**config.mk**
```make
export PLATFORM = sky130hd
export DESIGN_NAME = debug_frame_capture
export DESIGN_NICKNAME = d
export VERILOG_FILES = /design/src/rtl/debug_frame_capture.sv
export SDC_FILE = /design/constraint.sdc
export NUM_CORES = 1
export LEC_CHECK = 0
export CORE_ASPECT_RATIO = 0.7
export CORE_UTILIZATION = 40
export CTS_BUF_LIST = sky130_fd_sc_hd__clkbuf_16
export CTS_CLUSTER_DIAMETER = 200
export CTS_CLUSTER_SIZE = 40
export DETAILED_ROUTE_END_ITERATION = 8
export RECOVER_POWER = 25
export SLEW_MARGIN = 20
export SYNTH_ARGS = -nofsm -noshare
export SYNTH_HDL_FRONTEND = slang
export SYNTH_SLANG_ARGS = --single-unit
```
**constraint.sdc**
```tcl
create_clock -name debug_clk -period 2 [get_ports debug_clk]
set_clock_uncertainty 0.15 [all_clocks]
set_input_delay 0.6 -clock debug_clk [delete_from_list [all_inputs] [get_ports debug_clk]]
set_output_delay 0.6 -clock debug_clk [all_outputs]
set_load 0.05 [all_outputs]
```
**src/rtl/debug_frame_capture.sv**
```systemverilog
// Host-side receiver for the tag's serial debug port: samples one status bit
// per address, aligns to the 0101 sync nibble at addresses 12-15 and presents
// each 12-bit status frame in parallel with valid/changed/error flags.
module debug_frame_capture #(
  parameter int unsigned LOCK_FRAMES = 2,
  parameter int unsigned MISS_LIMIT  = 2,
  parameter int unsigned CNT_W       = 8
) (
  input  logic             debug_clk,
  input  logic             reset,
  input  logic             debug_in,
  input  logic             capture_en,
  output logic [11:0]      frame,
  output logic             frame_valid,
  output logic             frame_changed,
  output logic             locked,
  output logic             sync_err,
  output logic [CNT_W-1:0] frame_count
);

  typedef enum logic [1:0] {
    HUNT,
    VERIFY,
    LOCKED
  } state_t;

  state_t           state_q, state_d;
  // The oldest sample (sr[0]) is never read, so only sr[15:1] is stored.
  logic [15:1]      sr_q, sr_d;
  logic [3:0]       bit_cnt_q, bit_cnt_d;
  logic [2:0]       vcnt_q, vcnt_d;
  logic [2:0]       mcnt_q, mcnt_d;
  logic [11:0]      frame_q, frame_d;
  logic             frame_valid_q, frame_valid_d;
  logic             frame_changed_q, frame_changed_d;
  logic             sync_err_q, sync_err_d;
  logic [CNT_W-1:0] frame_count_q, frame_count_d;

  logic [15:0]      win;
  logic             sync_ok;
  logic             eof;
  logic             deliver;

  assign win     = {debug_in, sr_q};
  assign sync_ok = (win[15:12] == 4'b1010);
  assign eof     = (bit_cnt_q == 4'd15);

  // Next-state logic: alignment FSM plus frame delivery on the boundary edge.
  always_comb begin
    state_d         = state_q;
    sr_d            = win[15:1];
    bit_cnt_d       = bit_cnt_q;
    vcnt_d          = vcnt_q;
    mcnt_d          = mcnt_q;
    frame_d         = frame_q;
    frame_valid_d   = 1'b0;
    frame_changed_d = 1'b0;
    sync_err_d      = 1'b0;
    frame_count_d   = frame_count_q;
    deliver         = 1'b0;

    if (!capture_en) begin
      state_d   = HUNT;
      vcnt_d    = '0;
      mcnt_d    = '0;
      bit_cnt_d = '0;
    end else begin
      unique case (state_q)
        HUNT: begin
          if (sync_ok) begin
            vcnt_d    = 3'd1;
            bit_cnt_d = '0;
            if (LOCK_FRAMES == 1) begin
              state_d = LOCKED;
              mcnt_d  = '0;
              deliver = 1'b1;
            end else begin
              state_d = VERIFY;
            end
          end
        end
        VERIFY: begin
          bit_cnt_d = bit_cnt_q + 4'd1;
          if (eof) begin
            if (sync_ok) begin
              vcnt_d = vcnt_q + 3'd1;
              if ((vcnt_q + 3'd1) == 3'(LOCK_FRAMES)) begin
                state_d = LOCKED;
                mcnt_d  = '0;
                deliver = 1'b1;
              end
            end else begin
              state_d = HUNT;
              vcnt_d  = '0;
            end
          end
        end
        LOCKED: begin
          bit_cnt_d = bit_cnt_q + 4'd1;
          if (eof) begin
            if (sync_ok) begin
              mcnt_d  = '0;
              deliver = 1'b1;
            end else begin
              sync_err_d = 1'b1;
              mcnt_d     = mcnt_q + 3'd1;
              if ((mcnt_q + 3'd1) == 3'(MISS_LIMIT)) begin
                state_d = HUNT;
                vcnt_d  = '0;
              end
            end
          end
        end
        default: begin
          state_d = HUNT;
        end
      endcase
    end

    if (deliver) begin
      frame_d         = win[11:0];
      frame_valid_d   = 1'b1;
      frame_changed_d = (win[11:0] != frame_q);
      frame_count_d   = frame_count_q + CNT_W'(1);
    end
  end

  // State and output registers, cleared asynchronously by reset.
  always_ff @(posedge debug_clk or posedge reset) begin
    if (reset) begin
      state_q         <= HUNT;
      sr_q            <= '0;
      bit_cnt_q       <= '0;
      vcnt_q          <= '0;
      mcnt_q          <= '0;
      frame_q         <= '0;
      frame_valid_q   <= 1'b0;
      frame_changed_q <= 1'b0;
      sync_err_q      <= 1'b0;
      frame_count_q   <= '0;
    end else begin
      state_q         <= state_d;
      sr_q            <= sr_d;
      bit_cnt_q       <= bit_cnt_d;
      vcnt_q          <= vcnt_d;
      mcnt_q          <= mcnt_d;
      frame_q         <= frame_d;
      frame_valid_q   <= frame_valid_d;
      frame_changed_q <= frame_changed_d;
      sync_err_q      <= sync_err_d;
      frame_count_q   <= frame_count_d;
    end
  end

  assign frame         = frame_q;
  assign frame_valid   = frame_valid_q;
  assign frame_changed = frame_changed_q;
  assign locked        = (state_q == LOCKED);
  assign sync_err      = sync_err_q;
  assign frame_count   = frame_count_q;

endmodule

```
==> run summary, run 1 <==
Outcome
• finished clean — outcome

Hold path
• 0 — hold depth
• sr_q[14]$_DFF_PP0_ — hold endpoint
• sr_q[15]$_DFF_PP0_ — worst min-delay path startpoint
• register to register — worst min-delay path class

GRT
• 8090 um — first-pass GRT wire length
• 1670 — via count of the first global-routing pass
• 0 — Overflow after GRT
• 17.8% — total global-route track usage
• 51 — largest net degree at the start of global routing
• 0 — initial antenna violation count

Finish
• 33.6% — proportion of layout cells with a drive suffix above 1
• 292 — net count reported at finish
• 47.6% — Layout area overhead
• 433 — Filler Cell Count
• 0 — count of antenna diodes in the layout

Detailed routing
• 5 — DRT Pass-1 Iters
• 0 — detailed-route DRC error count
• 4.99 — drt via density
• 135 — iteration-0 DRC count of the detailed router
• 13.9 um — average wire length per cell after detail routing
• 4880 um — total wire length after detailed routing
• 1756 — count of vias placed by the detailed router
• 0 — number of routed nets with antenna violations

CTS
• 2 — clk buf depth
• 2 — H-tree depth
• 0.06 ns — clock slew seen by the registers of the worst setup and hold paths
• 50 — TritonCTS Sinks
• 5 — Num CTS Buffers
• sky130_fd_sc_hd__clkbuf_16 — clock tree root driver cell
• yes — clock tree from TritonCTS
• 0.29 ns — Skew-Pair Late Insertion Delay
• 0 — hold buffers post-CTS

Synth
• 50 — number of synthesized register bits
• 215 — Post-Syn Instances
• 0 — Post-synth EDFFs
• 228 — syn_nets
• 10.6 sq um — average size of a mapped cell
• 100% — ys async rst share
• sky130_fd_sc_hd__dfrtp_1 — top_reg_cell synth
• 2270 sq um — Netlist Area Pre-Place
• 0 — count of yosys warnings during synthesis
• 55.2% — register area share after synthesis
• 43 — Cell variety after synth

Pwr
• 2.38 mW — sum of internal, switching and leakage power
• 711 nW/um^2 — cell area power density
• 0.497 mV — Max VDD drop
• 1.54 nW — leakage power figure

Floorplan
• 65.0 um — Die Span Y
• 5980 sq um — area enclosed by the die boundary
• 42.5% — initial standard-cell utilization of the core
• 22 — number of rows created at floorplan
• 92.0 um — Die Width
• 28 — I/O pin count
• 5340 sq um — core region area

Timing
• 0 — Final Slew Violations
• 0 — Hold Violations, Final
• 0.669 ns — Least-Margin Pin Slew
• 99.9% — final worst path period share
• 0 — Final setup violation count
• yes — unrepaired setup endpoints after global routing
• 0.501 GHz — peak clock frequency supported by timing
• 55.4% — Relative slew margins
• 0.238 ns — Worst Hold Slack
• 2.00 ns — shortest clock period the worst path allows after layout

Place
• 0.897 — routability-driven placement congestion ratio
• 27 — port bufs
• 3360 um — half-perimeter wire length after detailed placement

Critical path
• state_q[1]$_DFFE_PP0P_ — beginning of the worst register-to-register path
• 7 — largest fanout on the critical path
• 2.03 ns — data required time at the worst endpoint
• vcnt_q[2]$_DFFE_PP0P_ — Reg-to-Reg End
• 0.003 ns — reg-to-reg slack, setup
• 2.02 ns — CP Data Arrival Time
• register to register — Setup Crit Path Kind
• 7 — Worst R2R Path Depth
• register — nature of the critical path endpoint
• register — kind of start point of the critical path

Flow run
• 0 — Max-cap violations

[through the flow]
step,TNS (ns),cells,setup slack (ns),utilization (%),area (sq um)
after floorplan,-0.0452,215,-0.0452,-,2290
after global placement,-14.61,341,-0.547,57.8,3090
after detailed placement,-15.88,341,-0.607,57.8,3090
after CTS,0,349,0.00127,61.2,3270
after global routing,-0.197,352,-0.0717,62.7,3350
final,0,352,0.00281,62.7,3350
[flip-flops by register name, indices dropped and copies added (netlist names)]
name           count
bit_cnt_q          4
frame             12
frame_changed      1
frame_count        8
frame_valid        1
mcnt_q             3
sr_q              15
state_q            2
sync_err           1
vcnt_q             3
[worst max-delay path by stage]
stage / end / slack, ns / cells past startpoint / from
detailed placement: frame_count[5]$_DFFE_PP0P_ / -0.61 / 6 / debug_in
floorplan: vcnt_q[2]$_DFFE_PP0P_ / -0.05 / 7 / state_q[1]$_DFFE_PP0P_
CTS: vcnt_q[2]$_DFFE_PP0P_ / 0.001 / 7 / state_q[1]$_DFFE_PP0P_
global route: vcnt_q[2]$_DFFE_PP0P_ / -0.07 / 7 / state_q[1]$_DFFE_PP0P_
finish: vcnt_q[2]$_DFFE_PP0P_ / 0.003 / 7 / state_q[1]$_DFFE_PP0P_
global placement: frame[6]$_DFFE_PP0P_ / -0.55 / 7 / debug_in
[synthesized netlist by cell type, drive strengths merged, types with 2 or more instances]
master | instances | area, sq um
nand2 | 56 | 213
dfrtp | 50 | 1250
xnor2 | 17 | 149
ha | 9 | 113
nor2 | 8 | 30.0
nand4 | 7 | 43.8
inv | 6 | 22.5
a21oi | 5 | 25.0
nand3 | 5 | 25.0
o21ai | 5 | 25.0
nor2b | 4 | 25.0
or3 | 4 | 25.0
xor2 | 4 | 35.0
clkbuf | 3 | 11.3
nor3 | 3 | 15.0
a22oi | 2 | 15.0
buf | 2 | 16.3
nor3b | 2 | 15.0
[layout make-up]
class	instances	area (sq um)	area share, %
inverters	6	22.5	0.673
well taps	72	90.1	2.69
repair buffers	62	762	22.8
flip-flops and latches	50	1250	37.4
multi-input cells	154	1080	32.1
clock buffers	5	125	3.74
clock inverters	3	21.3	0.635
[layout by cell type, fill, tap and decap left out, types with 4 or more instances in the layout]
cell type | netlist | routed
sky130_fd_sc_hd__o21ai_0 | 5 | 4
sky130_fd_sc_hd__clkbuf_16 | 0 | 5
sky130_fd_sc_hd__nor2_1 | 8 | 6
sky130_fd_sc_hd__nand4_1 | 7 | 7
sky130_fd_sc_hd__xor2_1 | 4 | 4
sky130_fd_sc_hd__nor2b_1 | 4 | 4
sky130_fd_sc_hd__dfrtp_1 | 50 | 50
sky130_fd_sc_hd__nand2_1 | 55 | 54
sky130_fd_sc_hd__xnor2_1 | 17 | 16
sky130_fd_sc_hd__buf_12 | 0 | 22
sky130_fd_sc_hd__nand3_1 | 5 | 5
sky130_fd_sc_hd__buf_4 | 0 | 33
[worst max-delay path: stages (launching register included)]
cell and delay (ns):
sky130_fd_sc_hd__dfrtp_1 0.42, sky130_fd_sc_hd__inv_2 0.08, sky130_fd_sc_hd__ha_2 0.18, sky130_fd_sc_hd__buf_4 0.15, sky130_fd_sc_hd__or3_1 0.39, sky130_fd_sc_hd__a21boi_2 0.25, sky130_fd_sc_hd__nor2_2 0.07, sky130_fd_sc_hd__a22o_1 0.20
[metal layers]
metal | share of wire, % | track usage [%]
met1 | 52 | 26.6
met2 | 45 | 25.7
met3 | 3.0 | 3.99
met4 | 0.51 | 5.27
met5 | 0 | 0
[cell families after synthesis]
family          synth area share (%)
simple gates                    21.0
flops                           55.2
compound gates                  7.67
xor+xnor                        8.11
buf+inv                         2.21
fa+ha+maj                       4.96
mux                            0.938
[what timing repair did]
action	4_1_cts	5_1_grt
buffers inserted	0	3
pin swaps	1	8
gates resized for setup	9	18
gates cloned	0	0
endpoints found under the setup margin	29	23
[power breakdown]
group          switching [mW]  internal [mW]  leakage [nW]
logic                   0.243          0.226         0.812
registers              0.0300           1.04         0.663
clock network           0.374          0.463        0.0698
total                   0.647           1.73          1.54
Note: power is estimated with default switching activity, not from simulation.
==> inputs of run 2 (changes only) <==
--- a/config.mk
+++ b/config.mk
@@ -7,5 +7,5 @@
 export LEC_CHECK = 0
 export CORE_ASPECT_RATIO = 0.7
-export CORE_UTILIZATION = 40
+export CORE_UTILIZATION = 35
 export CTS_BUF_LIST = sky130_fd_sc_hd__clkbuf_16
 export CTS_CLUSTER_DIAMETER = 200
==> constraint.sdc (replaced) <==
create_clock -name debug_clk -period 2.12 [get_ports debug_clk]
set_clock_uncertainty 0.15 [all_clocks]
set_input_delay 0.636 -clock debug_clk [delete_from_list [all_inputs] [get_ports debug_clk]]
set_output_delay 0.636 -clock debug_clk [all_outputs]
set_load 0.02 [all_outputs]
==> run summary, run 2 (synthesis results as in run 1) <==
Critical path
• buffers and inverters — critical path's top delay family
• 1.33 ns — data required time at the worst endpoint
• sky130_fd_sc_hd__clkdlybuf4s50_1 — slowest cell on the critical path
• 0.62 ns — Largest stage delay, worst path
• register — kind of start point of the critical path
• 1 — count of buffer and inverter cells on the critical path
• output port — nature of the critical path endpoint
• 1.28 ns — CP Data Arrival Time
• clkdlybuf4s50_1 — Cell Chain, Critical Path
• register to output port — Setup Crit Path Kind
• 3 — largest fanout on the critical path

Floorplan
• 6250 sq um — core region area
• 28 — I/O pin count
• 98.2 um — Die Width
• 36.3% — initial standard-cell utilization of the core
• 69.4 um — Die Span Y
• 24 — number of rows created at floorplan
• 6810 sq um — area enclosed by the die boundary

Finish
• 281 — net count reported at finish
• 3020 sq um — post-route cell area
• 16.7% — proportion of layout cells with a drive suffix above 1
• 55 x sky130_fd_sc_hd__nand2_1, 50 x sky130_fd_sc_hd__dfrtp_1, 20 x sky130_fd_sc_hd__buf_4, 17 x sky130_fd_sc_hd__clkdlybuf4s50_1, 16 x sky130_fd_sc_hd__xnor2_1 — leading cell types in the layout, fill and taps excluded
• 33.1% — Layout area overhead
• sky130_fd_sc_hd__nand2_1 — commonest non-fill, non-tap cell in the layout
• sr_q — largest reg by FF count
• 579 — Filler Cell Count
• 0 — count of antenna diodes in the layout
• 347 — number of non-filler instances in the completed layout
• 15 — flip-flop count of the largest register, all copies and words added

Timing
• 97.7% — final worst path period share
• 2.07 ns — shortest clock period the worst path allows after layout
• 65.0% — Relative slew margins
• yes — unrepaired setup endpoints after global routing
• 0.483 GHz — peak clock frequency supported by timing
• 0 — Hold Violations, Final
• 0 — Final setup violation count
• 0 — Final Slew Violations
• 0.524 ns — Least-Margin Pin Slew

Flow run
• 0 — Max-cap violations

CTS
• 5 — Num CTS Buffers
• 0 — hold buffers post-CTS
• sky130_fd_sc_hd__clkbuf_16 — clock tree root driver cell
• 2 — clk buf depth
• yes — clock tree from TritonCTS
• 0.06 ns — clock slew seen by the registers of the worst setup and hold paths
• 50 — TritonCTS Sinks
• 2 — H-tree depth
• 0.28 ns — Skew-Pair Late Insertion Delay

GRT
• 32 — largest net degree at the start of global routing
• 7730 um — first-pass GRT wire length
• 1590 — via count of the first global-routing pass
• 14.5% — total global-route track usage
• 0 — Overflow after GRT
• 0 — initial antenna violation count

Place
• 27 — port bufs
• 3340 um — half-perimeter wire length after detailed placement
• 0.821 — routability-driven placement congestion ratio
• 338 — placed insts
• 2810 sq um — post-detailed-placement cell area

Detailed routing
• 63 — iteration-0 DRC count of the detailed router
• 12.7 um — average wire length per cell after detail routing
• 7 — DRT Pass-1 Iters
• 0 — detailed-route DRC error count
• 4400 um — total wire length after detailed routing
• 0 — number of routed nets with antenna violations
• 1650 — count of vias placed by the detailed router
• 4.76 — drt via density

Pwr
• 1.48 nW — leakage power figure
• 0.325 mV — Max VDD drop
• 749 nW/um^2 — cell area power density

Outcome
• finished clean — outcome

Hold path
• register to register — worst min-delay path class

==> run 2: metal layers <==
layer | routed length [um] | part of all wire [%] | up-vias | GRT usage [%]
li1 | - | - | 837 | -
met1 | 2480 | 56 | 776 | 23.0
met2 | 1750 | 40 | 34 | 19.6
met3 | 149 | 3.4 | 3 | 3.63
met4 | 25 | 0.57 | 0 | 3.48
met5 | 0 | 0 | - | 0
==> run 2: timing repair <==
item	CTS	global route
buffers inserted	0	1
resized for setup	7	13
pin swaps	1	0
cloned	0	0
setup endpoints to repair	28	11
==> run 2: final timing paths <==
check	slack, ns	to	depth (start not counted)	startpoint
hold / removal	0.24	sr_q[14]$_DFF_PP0_	0	sr_q[15]$_DFF_PP0_
hold reg to reg	0.24	sr_q[14]$_DFF_PP0_	0	sr_q[15]$_DFF_PP0_
setup / recovery	0.05	frame[9]	1	frame[9]$_DFFE_PP0P_
setup reg to reg	0.07	vcnt_q[2]$_DFFE_PP0P_	5	mcnt_q[0]$_DFFE_PP0P_
max in group asynchronous	0.42	frame[2]$_DFFE_PP0P_	3	reset
min in group asynchronous	0.67	vcnt_q[2]$_DFFE_PP0P_	2	reset
==> run 2: worst register-to-register path: stages, from the launching register on <==
cell                      delay [ns]
sky130_fd_sc_hd__dfrtp_1        0.42
sky130_fd_sc_hd__ha_2           0.22
sky130_fd_sc_hd__xor2_1         0.20
sky130_fd_sc_hd__o311a_1        0.35
sky130_fd_sc_hd__or3_1          0.36
sky130_fd_sc_hd__a22o_1         0.23
==> run 2: metrics by stage <==
step | TNS [ns] | util [%] | hold WS [ns] | setup slack [ns] | power [mW]
5_1_grt | -0.0218 | 48.3 | 0.249 | -0.0218 | 2.38
3_5_place_dp | -11.86 | 44.9 | 0.222 | -0.535 | 1.38
2_1_floorplan | 0 | - | 0.210 | 0.00664 | 1.23
6_report | 0 | 48.3 | 0.239 | 0.0496 | 2.26
4_1_cts | 0 | 47.7 | 0.237 | 0.00432 | 2.28
3_3_place_gp | -11.04 | 44.9 | 0.223 | -0.492 | 1.38
==> run 2: power breakdown <==
part | switching (mW) | internal, mW | total [mW]
sequential | 0.0251 | 0.985 | 1.01
combinational | 0.197 | 0.174 | 0.372
clock | 0.329 | 0.552 | 0.881
total | 0.551 | 1.71 | 2.26
==> run 2: cell type report <==
cell class / instances / area, sq um / area share (%)
clock buffer: 5 / 125 / 4.14
clock inverter: 3 / 41.3 / 1.37
inverter: 6 / 22.5 / 0.746
multi-input combinational: 154 / 1000 / 33.2
sequential: 50 / 1250 / 41.4
tap: 78 / 97.6 / 3.23
timing repair buffer: 51 / 479 / 15.9
==> inputs of run 3 (changes only) <==
- CAP_MARGIN: unset -> 25
- SETUP_SLACK_MARGIN: unset -> 0.5
==> run summary, run 3 (synthesis results as in run 1) <==
Detailed routing
• 6 — DRT Pass-1 Iters
• 13.8 um — average wire length per cell after detail routing
• 50 — iteration-0 DRC count of the detailed router
• 4.79 — drt via density
• 1841 — count of vias placed by the detailed router
• 0 — number of routed nets with antenna violations
• 5310 um — total wire length after detailed routing
• 0 — detailed-route DRC error count

Timing
• 0.508 GHz — peak clock frequency supported by timing
• 0 ns — setup TNS
• 1.97 ns — shortest clock period the worst path allows after layout
• 0.573 ns — Least-Margin Pin Slew
• 0 — Final setup violation count
• 61.6% — Relative slew margins
• 0.255 ns — Worst Hold Slack
• yes — unrepaired setup endpoints after global routing
• 0 — Hold Violations, Final
• 92.8% — final worst path period share
• 0 — Final Slew Violations

Critical path
• clkbuf_1, and4bb_4, nand2_2, or3_4, buf_8, buf_4, xnor2_1 — Cell Chain, Critical Path
• register — nature of the critical path endpoint
• 6 — largest fanout on the critical path
• 1.98 ns — CP Data Arrival Time
• input pin — kind of start point of the critical path
• 0.37 ns — Largest stage delay, worst path
• sky130_fd_sc_hd__or3_4 — slowest cell on the critical path
• 2.14 ns — data required time at the worst endpoint
• input pin to register — Setup Crit Path Kind

GRT
• 0 — Overflow after GRT
• 1822 — via count of the first global-routing pass
• 0 — initial antenna violation count
• 8710 um — first-pass GRT wire length
• 16.2% — total global-route track usage
• 40 — largest net degree at the start of global routing

Pwr
• 25.7% — combinational fraction of design power
• 667 nW/um^2 — cell area power density
• 31.7% — Clk network pwr share
• 1.74 mW — design internal power
• 0.670 mW — switching power
• 27.9% — switching share of power
• 42.6% — Flop pwr share
• 2.41 mW — sum of internal, switching and leakage power
• 1.70 nW — leakage power figure
• 0.355 mV — Max VDD drop

Hold path
• register to register — worst min-delay path class

Finish
• sky130_fd_sc_hd__buf_4 — commonest non-fill, non-tap cell in the layout
• 15 — flip-flop count of the largest register, all copies and words added
• sr_q — largest reg by FF count
• 0 — count of antenna diodes in the layout
• 59.0% — Layout area overhead
• 319 — net count reported at finish
• 384 — number of non-filler instances in the completed layout
• 52 x sky130_fd_sc_hd__buf_4, 48 x sky130_fd_sc_hd__dfrtp_1, 37 x sky130_fd_sc_hd__nand2_1, 26 x sky130_fd_sc_hd__buf_6, 15 x sky130_fd_sc_hd__xnor2_1 — leading cell types in the layout, fill and taps excluded
• 50.3% — proportion of layout cells with a drive suffix above 1

Floorplan
• 24 — number of rows created at floorplan
• 69.4 um — Die Span Y
• 28 — I/O pin count
• 36.3% — initial standard-cell utilization of the core
• 6250 sq um — core region area
• 6810 sq um — area enclosed by the die boundary
• 98.2 um — Die Width

CTS
• yes — clock tree from TritonCTS
• sky130_fd_sc_hd__clkbuf_16 — clock tree root driver cell
• 5 — Num CTS Buffers
• 0.06 ns — clock slew seen by the registers of the worst setup and hold paths
• 50 — TritonCTS Sinks
• 2 — H-tree depth
• 0.28 ns — Skew-Pair Late Insertion Delay
• 2 — clk buf depth

Place
• 3310 um — half-perimeter wire length after detailed placement
• 340 — placed insts
• 0.776 — routability-driven placement congestion ratio
• 27 — port bufs

Flow run
• 0 — Max-cap violations

Outcome
• finished clean — outcome

-- run 3: layout make-up --
type,count,area (sq um)
timing repair buffer,89,788
tap,78,97.6
clock buffer,5,125
multi-input combinational,154,1300
inverter,6,28.8
sequential,50,1250
fill,522,2640
clock inverter,2,15.0
-- run 3: repair_timing --
action,4_1_cts,5_1_grt
gates resized for setup,169,50
pin swaps,28,20
hold buffers,0,0
buffers inserted,28,9
setup endpoints to repair,59,53
-- run 3: power groups by stage --
stage	clock, mW	sequential [mW]	combinational, mW
global placement	0	1.03	0.354
detailed placement	0	1.03	0.356
global route	0.814	1.03	0.666
finish	0.763	1.03	0.617
floorplan	0	1.02	0.212
CTS	0.778	1.02	0.501
-- run 3: layer usage --
layer	wire [um]	track usage, %
met1	2760	25.1
met2	2340	23.5
met3	173	2.92
met4	29	3.48
met5	0	0
-- run 3: through the flow --
stage	utilization [%]	worst slack, ns	instance area [sq um]
floorplan	-	0.132	2300
global placement	45.5	-0.448	2840
detailed placement	45.5	-0.473	2840
CTS	53.4	0.203	3330
global route	57.8	0.0662	3610
finish	57.8	0.152	3610
-- run 3: critical path, delay by kind of cell --
family / cells / cell delay [ns]
and+or+nand+nor: 3 / 0.73
buffers and inverters: 3 / 0.49
xor gates and xnor gates: 1 / 0.12
-- run 3: worst paths after layout --
check,startpoint,endpoint,slack [ns],depth (start not counted)
max,debug_in,frame_count[0]$_DFFE_PP0P_,0.15,7
min,sr_q[15]$_DFF_PP0_,sr_q[14]$_DFF_PP0_,0.26,0
max reg2reg,state_q[0]$_DFFE_PP0P_,vcnt_q[2]$_DFFE_PP0P_,0.18,7
min reg2reg,sr_q[15]$_DFF_PP0_,sr_q[14]$_DFF_PP0_,0.26,0
max in group asynchronous,reset,mcnt_q[2]$_DFFE_PP0P_,0.56,3
min in group asynchronous,reset,frame_valid$_DFF_PP0_,0.69,2
